[src/rtl/debug_scan_controller_if.sv]
`default_nettype none
// +----------------------------------------------------------------------+
// | debug_scan_controller_if : byte stream port + debug_module control   |
// | Rev 1.0                                                              |
// +----------------------------------------------------------------------+
interface debug_scan_controller_if;
  logic [7:0] out_data;
  logic       out_valid;
  logic       out_ready;
  logic [7:0] dbg_config_out;
  logic       dbg_en;
  logic [7:0] dbg_data_in;

  modport master (
    output out_data, out_valid, dbg_config_out, dbg_en,
    input  out_ready, dbg_data_in
  );

  modport slave (
    input  out_data, out_valid, dbg_config_out, dbg_en,
    output out_ready, dbg_data_in
  );
endinterface
`default_nettype wire

[src/rtl/debug_scan_controller.sv]
`default_nettype none
// +----------------------------------------------------------------------+
// | debug_scan_controller : walks debug select codes, emits framed bytes |
// | Rev 1.0                                                              |
// +----------------------------------------------------------------------+
module debug_scan_controller #(
  parameter logic [7:0] HEADER  = 8'hA5,
  parameter int         NUM_POT = 24
) (
  input  logic                           clk,
  input  logic                           rst,
  input  logic                           start,
  input  logic                           mode,
  input  logic [7:0]                     single_sel,
  input  logic                           abort,
  debug_scan_controller_if.master        bus,
  output logic                           busy,
  output logic                           done
);

  typedef enum logic [2:0] {
    ST_IDLE   = 3'd0,
    ST_HDR    = 3'd1,
    ST_LOAD   = 3'd2,
    ST_SETTLE = 3'd3,
    ST_SEND   = 3'd4,
    ST_DONE   = 3'd5
  } state_t;

  localparam logic [4:0] c_NUM_POT  = 5'(NUM_POT);
  localparam logic [4:0] c_LAST_IDX = 5'(NUM_POT + 2);

  state_t     r_state;
  state_t     w_next_state;
  logic [4:0] r_index;
  logic       r_mode;
  logic [7:0] r_single_sel;
  logic [7:0] r_cap;
  logic [7:0] r_cfg;
  logic       w_hs;
  logic       w_last;
  logic [4:0] w_load_idx;

  // Potentials occupy codes 0..NUM_POT-1; the three spike layers sit at 30..32.
  function automatic logic [7:0] sel_code(input logic [4:0] idx, input logic m,
                                          input logic [7:0] s);
    if (m)
      return s;
    else if (idx < c_NUM_POT)
      return {3'b000, idx};
    else
      return 8'd30 + {3'b000, idx - c_NUM_POT};
  endfunction

  assign w_hs       = bus.out_valid && bus.out_ready;
  assign w_last     = r_mode || (r_index == c_LAST_IDX);
  assign w_load_idx = (r_state == ST_HDR) ? r_index : r_index + 5'd1;

  always_ff @(posedge clk) begin
    if (rst)
      r_state <= ST_IDLE;
    else
      r_state <= w_next_state;
  end

  always_comb begin
    w_next_state  = r_state;
    bus.out_valid = 1'b0;
    bus.out_data  = 8'h00;
    bus.dbg_en    = 1'b0;
    done          = 1'b0;
    busy          = (r_state != ST_IDLE);
    case (r_state)
      ST_IDLE: begin
        if (start) w_next_state = ST_HDR;
      end
      ST_HDR: begin
        bus.out_valid = 1'b1;
        bus.out_data  = HEADER;
        if (w_hs) w_next_state = ST_LOAD;
      end
      ST_LOAD: begin
        bus.dbg_en   = 1'b1;
        w_next_state = ST_SETTLE;
      end
      ST_SETTLE: begin
        w_next_state = ST_SEND;
      end
      ST_SEND: begin
        bus.out_valid = 1'b1;
        bus.out_data  = r_cap;
        if (w_hs) w_next_state = w_last ? ST_DONE : ST_LOAD;
      end
      ST_DONE: begin
        done         = !abort;
        w_next_state = ST_IDLE;
      end
      default: w_next_state = ST_IDLE;
    endcase
    if (abort && (r_state != ST_IDLE))
      w_next_state = ST_IDLE;
  end

  // The config is staged on the edge entering LOAD so debug_module latches it on the LOAD edge.
  always_ff @(posedge clk) begin
    if (rst) begin
      r_index      <= 5'd0;
      r_mode       <= 1'b0;
      r_single_sel <= 8'h00;
      r_cap        <= 8'h00;
      r_cfg        <= 8'h00;
    end else begin
      if ((r_state == ST_IDLE) && start) begin
        r_mode       <= mode;
        r_single_sel <= single_sel;
        r_index      <= 5'd0;
      end
      if (r_state == ST_SETTLE)
        r_cap <= bus.dbg_data_in;
      if (w_next_state == ST_LOAD) begin
        r_index <= w_load_idx;
        r_cfg   <= sel_code(w_load_idx, r_mode, r_single_sel);
      end
    end
  end

  assign bus.dbg_config_out = r_cfg;

endmodule
`default_nettype wire

[src/flat_wrapper.sv]
// flat-port wrapper written by rule: the top's interface ports become plain ports
module debug_scan_controller_flat 
#(
  parameter logic [7:0] HEADER  = 8'hA5,
  parameter int         NUM_POT = 24
)
  (clk, rst, start, mode, single_sel, abort, busy, done, bus_out_data, bus_out_valid, bus_dbg_config_out, bus_dbg_en, bus_out_ready, bus_dbg_data_in);
  debug_scan_controller_if bus_i ();
  input  logic clk;
  input  logic rst;
  input  logic start;
  input  logic mode;
  input  logic [7:0] single_sel;
  input  logic abort;
  output logic busy;
  output logic done;
  output wire logic [$bits(bus_i.out_data)-1:0] bus_out_data;
  output wire logic [$bits(bus_i.out_valid)-1:0] bus_out_valid;
  output wire logic [$bits(bus_i.dbg_config_out)-1:0] bus_dbg_config_out;
  output wire logic [$bits(bus_i.dbg_en)-1:0] bus_dbg_en;
  input wire logic [$bits(bus_i.out_ready)-1:0] bus_out_ready;
  input wire logic [$bits(bus_i.dbg_data_in)-1:0] bus_dbg_data_in;
  assign bus_out_data = bus_i.out_data;
  assign bus_out_valid = bus_i.out_valid;
  assign bus_dbg_config_out = bus_i.dbg_config_out;
  assign bus_dbg_en = bus_i.dbg_en;
  assign bus_i.out_ready = bus_out_ready;
  assign bus_i.dbg_data_in = bus_dbg_data_in;
  debug_scan_controller #(.HEADER(HEADER), .NUM_POT(NUM_POT)) u_core (.clk(clk), .rst(rst), .start(start), .mode(mode), .single_sel(single_sel), .abort(abort), .bus(bus_i), .busy(busy), .done(done));
endmodule
[config.mk]
export PLATFORM = sky130hd
export DESIGN_NAME = debug_scan_controller_flat
export DESIGN_NICKNAME = d
export VERILOG_FILES = /design/src/rtl/debug_scan_controller_if.sv /design/src/rtl/debug_scan_controller.sv /design/src/flat_wrapper.sv
export SDC_FILE = /design/constraint.sdc
export NUM_CORES = 1
export LEC_CHECK = 0
export ABC_CLOCK_PERIOD_IN_PS = 2770
export CAP_MARGIN = 20
export CORE_UTILIZATION = 40
export DETAILED_ROUTE_END_ITERATION = 10
export PLACE_DENSITY = 0.66
export SLEW_MARGIN = 20
export SYNTH_ARGS = -nofsm -noshare
export SYNTH_HDL_FRONTEND = slang
export SYNTH_SLANG_ARGS = --single-unit
[constraint.sdc]
create_clock -name clk -period 2.77 [get_ports clk]
set_input_delay 0.4155 -clock clk [delete_from_list [all_inputs] [get_ports clk]]
set_output_delay 0.4155 -clock clk [all_outputs]
set_load 0.005 [all_outputs]
==> results.txt <==
----------------------------------------------------
[Finish]
  Multi-input combinational cell area ... 1030 µm²
  Layout Area Growth over Synthesis ... 30.7%
  Non-filler cells in the finished layout ... 321
  Ant. Diodes ... 0
  Layout cell share with drive strength beyond 1 ... 11.2%
  FF/Latch Area ... 661 µm²
  Nets@finish ... 295
  Post-layout util ... 54.1%
  Post-route design area ... 2360 µm²
  Fillers ... 431

[Timing]
  Post-Route Setup TNS ... 0 ns
  Final worst setup slack ... 0.299 ns
  Final worst hold slack ... 0.451 ns
  Max Clock Skew ... 0.00502 ns
  Hold Vio Cnt, Final ... 0
  Fmax ... 405 MHz
  Setup repair after global routing missed its margin ... no
  Transition time of the tightest slew-check pin ... 0.556 ns
  Count of pins over their slew limit ... 0
  Final clock period utilization by the worst path ... 89.2%
  Max-Slew Margin vs Limit ... 63.0%
  Setup-violating endpoint count in the final report ... 0
  Final period demand of the worst path ... 2.47 ns

[Setup path]
  Cell family contributing the most delay on the critical path ... buffers and inverters
  Critical path depth ... 4
  WP data arrival ... 2.06 ns
  Worst Path Required ... 2.35 ns
  Slowest CP cell ... sky130_fd_sc_hd__dfxtp_1
  Launching element type of the critical path ... flip-flop
  Depth of the worst register-to-register path ... 9
  Max incr delay on CP ... 0.56 ns
  Cells traversed along the worst timing path ... nor3b_1 -> buf_4 -> and2_1 -> clkdlybuf4s50_1
  Max FO, Critical Path ... 13
  Critical path class ... flip-flop to output port
  Buffering stage count on the worst path with inverters included ... 2
  CP endpoint kind ... output port

[Placed design]
  DP HPWL ... 2970 µm
  Post-placement setup slack ... 0.355 ns
  Instance count after placement with tap cells included ... 313
  Quantity of I/O buffers inserted on ports ... 41
  Routability congestion estimate ... 0.795
  Total placed instance area ... 2260 µm²

[CTS]
  H-tree Lvls ... 2
  Count of hold buffers inserted by post-cts repair ... 0
  Clock latency on the worst-skew pair ... 0.28 ns
  Clock Tree Buf Depth ... 2
  CTS Root Cell ... sky130_fd_sc_hd__clkbuf_8
  Number of clock sinks seen by CTS ... 33
  CTS tree ... built
  Post-CTS Setup Bufs ... 0
  Number of CTS-inserted buffers ... 5
  Clock edge transition at the registers on the reported setup and hold paths ... 0.06 ns
  Post_cts resized ... 0

[Min path]
  Worst hold path cell count ... 2
  Path type of the worst min-delay path ... flip-flop to flip-flop

[Logic synthesis]
  Yosys top cell by area ... sky130_fd_sc_hd__dfxtp_1
  Most frequent cells after synthesis ... sky130_fd_sc_hd__nand2_1, sky130_fd_sc_hd__dfxtp_1, sky130_fd_sc_hd__a21oi_1, sky130_fd_sc_hd__nor2_1
  Yosys top cell area share ... 36.6%
  Number of synthesized flops with an enable pin ... 0
  Average footprint of a synthesized cell ... 7.95 µm²
  Post-synthesis instance total ... 227
  Register bit total from synthesis ... 33
  Syn_nets ... 254
  Number of library cell types mapped by synthesis ... 45
  Library cell with the highest instance count after synthesis ... sky130_fd_sc_hd__nand2_1
  Cell area after synthesis ... 1800 µm²
  Count of warnings emitted by yosys ... 0
  Share of synthesized area occupied by flip-flops and latches ... 36.6%
  Main area contributors after synthesis ... sky130_fd_sc_hd__dfxtp_1, sky130_fd_sc_hd__nand2_1, sky130_fd_sc_hd__a21oi_1, sky130_fd_sc_hd__ha_1, sky130_fd_sc_hd__nor2_1
  Fraction of synthesis flops using an asynchronous set or reset pin ... 0%
  Flip-flop cell with the highest count after synthesis ... sky130_fd_sc_hd__dfxtp_1

[Pwr]
  Overall power consumption ... 1.10 mW
  Highest ir drop seen on vdd ... 0.000307 V
  Power per Cell Area ... 467 nW/µm²
  Standby leakage power ... 0.861 nW

[Global routing]
  Total congestion overflow ... 0
  Number of antenna violations at the first check in global routing ... 0
  Number of global-route vias before repair ... 1568
  Global-route usage over all layers ... 18.4%
  Wire length of the first global-routing pass ... 7220 µm
  Maximum number of pins on one net before global-route repair ... 27

[Drt]
  Routed via count ... 1644
  Post-detailed-route DRC marker count ... 0
  First DRT Iteration DRCs ... 64
  Post-DR wirelength/cell ... 12.8 µm
  Total Routed Length ... 4110 µm
  Detail Route Antenna Nets ... 0
  Vias per cell ... 5.12
  Detailed-router iteration count before antenna repair ... 4

[Status]
  Result of the run ... finished clean

[Floorplanning]
  CORE AREA ... 4350 µm²
  Std-Cell Rows ... 24
  Chip Height ... 69.2 µm
  I/O Pins ... 42
  Die footprint ... 4780 µm²
  Initial core utilization ... 41.4%
  Horizontal extent of the die ... 69.2 µm

[Flow run]
  Max-cap viol count ... 0

----------------------------------------------------
==> worst reg2reg max path, cell delays in order (launching register included) <==
cell and delay, ns:
sky130_fd_sc_hd__dfxtp_1 0.56, sky130_fd_sc_hd__nor3b_2 0.15, sky130_fd_sc_hd__or3_1 0.42, sky130_fd_sc_hd__nand2_1 0.12
sky130_fd_sc_hd__ha_1 0.22, sky130_fd_sc_hd__inv_1 0.12, sky130_fd_sc_hd__nor2_1 0.16, sky130_fd_sc_hd__xnor3_1 0.23
sky130_fd_sc_hd__o21a_1 0.17, sky130_fd_sc_hd__a211oi_1 0.21
==> power by group <==
part           switching [mW]  total (mW)  leakage, nW  internal [mW]
combinational          0.0977       0.200        0.539          0.102
clock                   0.169       0.393       0.0542          0.224
sequential             0.0144       0.508        0.268          0.493
==> layout by cell type, fill, tap and decap left out, types with 2 or more instances in the layout <==
cell type	count
sky130_fd_sc_hd__nor2b_1	2
sky130_fd_sc_hd__or3b_1	2
sky130_fd_sc_hd__nor3b_2	2
sky130_fd_sc_hd__nand2b_1	5
sky130_fd_sc_hd__a211oi_1	3
sky130_fd_sc_hd__buf_4	8
sky130_fd_sc_hd__clkbuf_8	7
sky130_fd_sc_hd__a211oi_2	3
sky130_fd_sc_hd__a221oi_2	2
sky130_fd_sc_hd__a21oi_1	26
sky130_fd_sc_hd__dfxtp_1	33
sky130_fd_sc_hd__nor2_1	12
sky130_fd_sc_hd__inv_1	8
sky130_fd_sc_hd__and2_1	6
sky130_fd_sc_hd__nand2_1	61
sky130_fd_sc_hd__clkdlybuf4s50_1	41
sky130_fd_sc_hd__o32a_1	2
sky130_fd_sc_hd__xnor2_1	3
sky130_fd_sc_hd__nor3_1	6
sky130_fd_sc_hd__ha_1	5
sky130_fd_sc_hd__nand3_1	7
==> cell families (layout without fill, tap and decap cells) <==
logic type	Yosys count	after routing	share of synthesized area, %
flip-flops	33	33	36.6
AO/OA/AOI/OAI	49	49	19.3
AND/OR/NAND/NOR	110	110	28.9
multiplexers	3	3	2.63
buffers and inverters	23	65	6.31
XOR/XNOR	4	4	2.70
adder cells (fa/ha/maj)	5	5	3.47
==> area by class of cell <==
cell class / count / share of cell area, %
Multi-Input combinational cell: 171 / 43.7
Inverter: 8 / 1.27
Sequential cell: 33 / 28.0
Clock inverter: 1 / 0.212
Timing Repair Buffer: 49 / 20.0
Tap cell: 52 / 2.76
Clock buffer: 7 / 4.09
==> worst paths after layout <==
path                           from                            to  slack, ns
hold reg to reg     u_core.r_cap[3]               u_core.r_cap[3]       0.45
setup / recovery  u_core.r_state[2]               bus_out_data[3]       0.30
hold / removal      u_core.r_cap[3]               u_core.r_cap[3]       0.45
setup reg to reg  u_core.r_state[2]  u_core.bus.dbg_config_out[3]       0.33
==> sequential cells by signal, indices dropped and copies added, names as in the netlist <==
| name | cells |
|---|---|
| u_core.r_index | 5 |
| u_core.r_single_sel | 8 |
| u_core.r_state | 3 |
| u_core.r_cap | 8 |
| u_core.bus.dbg_config_out | 8 |
| u_core.r_mode | 1 |
==> per-layer routing <==
layer	global-route usage, %	share of wire, %	vias up
met4	5.44	0.56	0
met5	0	0	-
li1	-	-	858
met2	29.2	46	25
met3	3.22	2.5	2
met1	25.4	51	759
(Power assumes the default switching activity.)
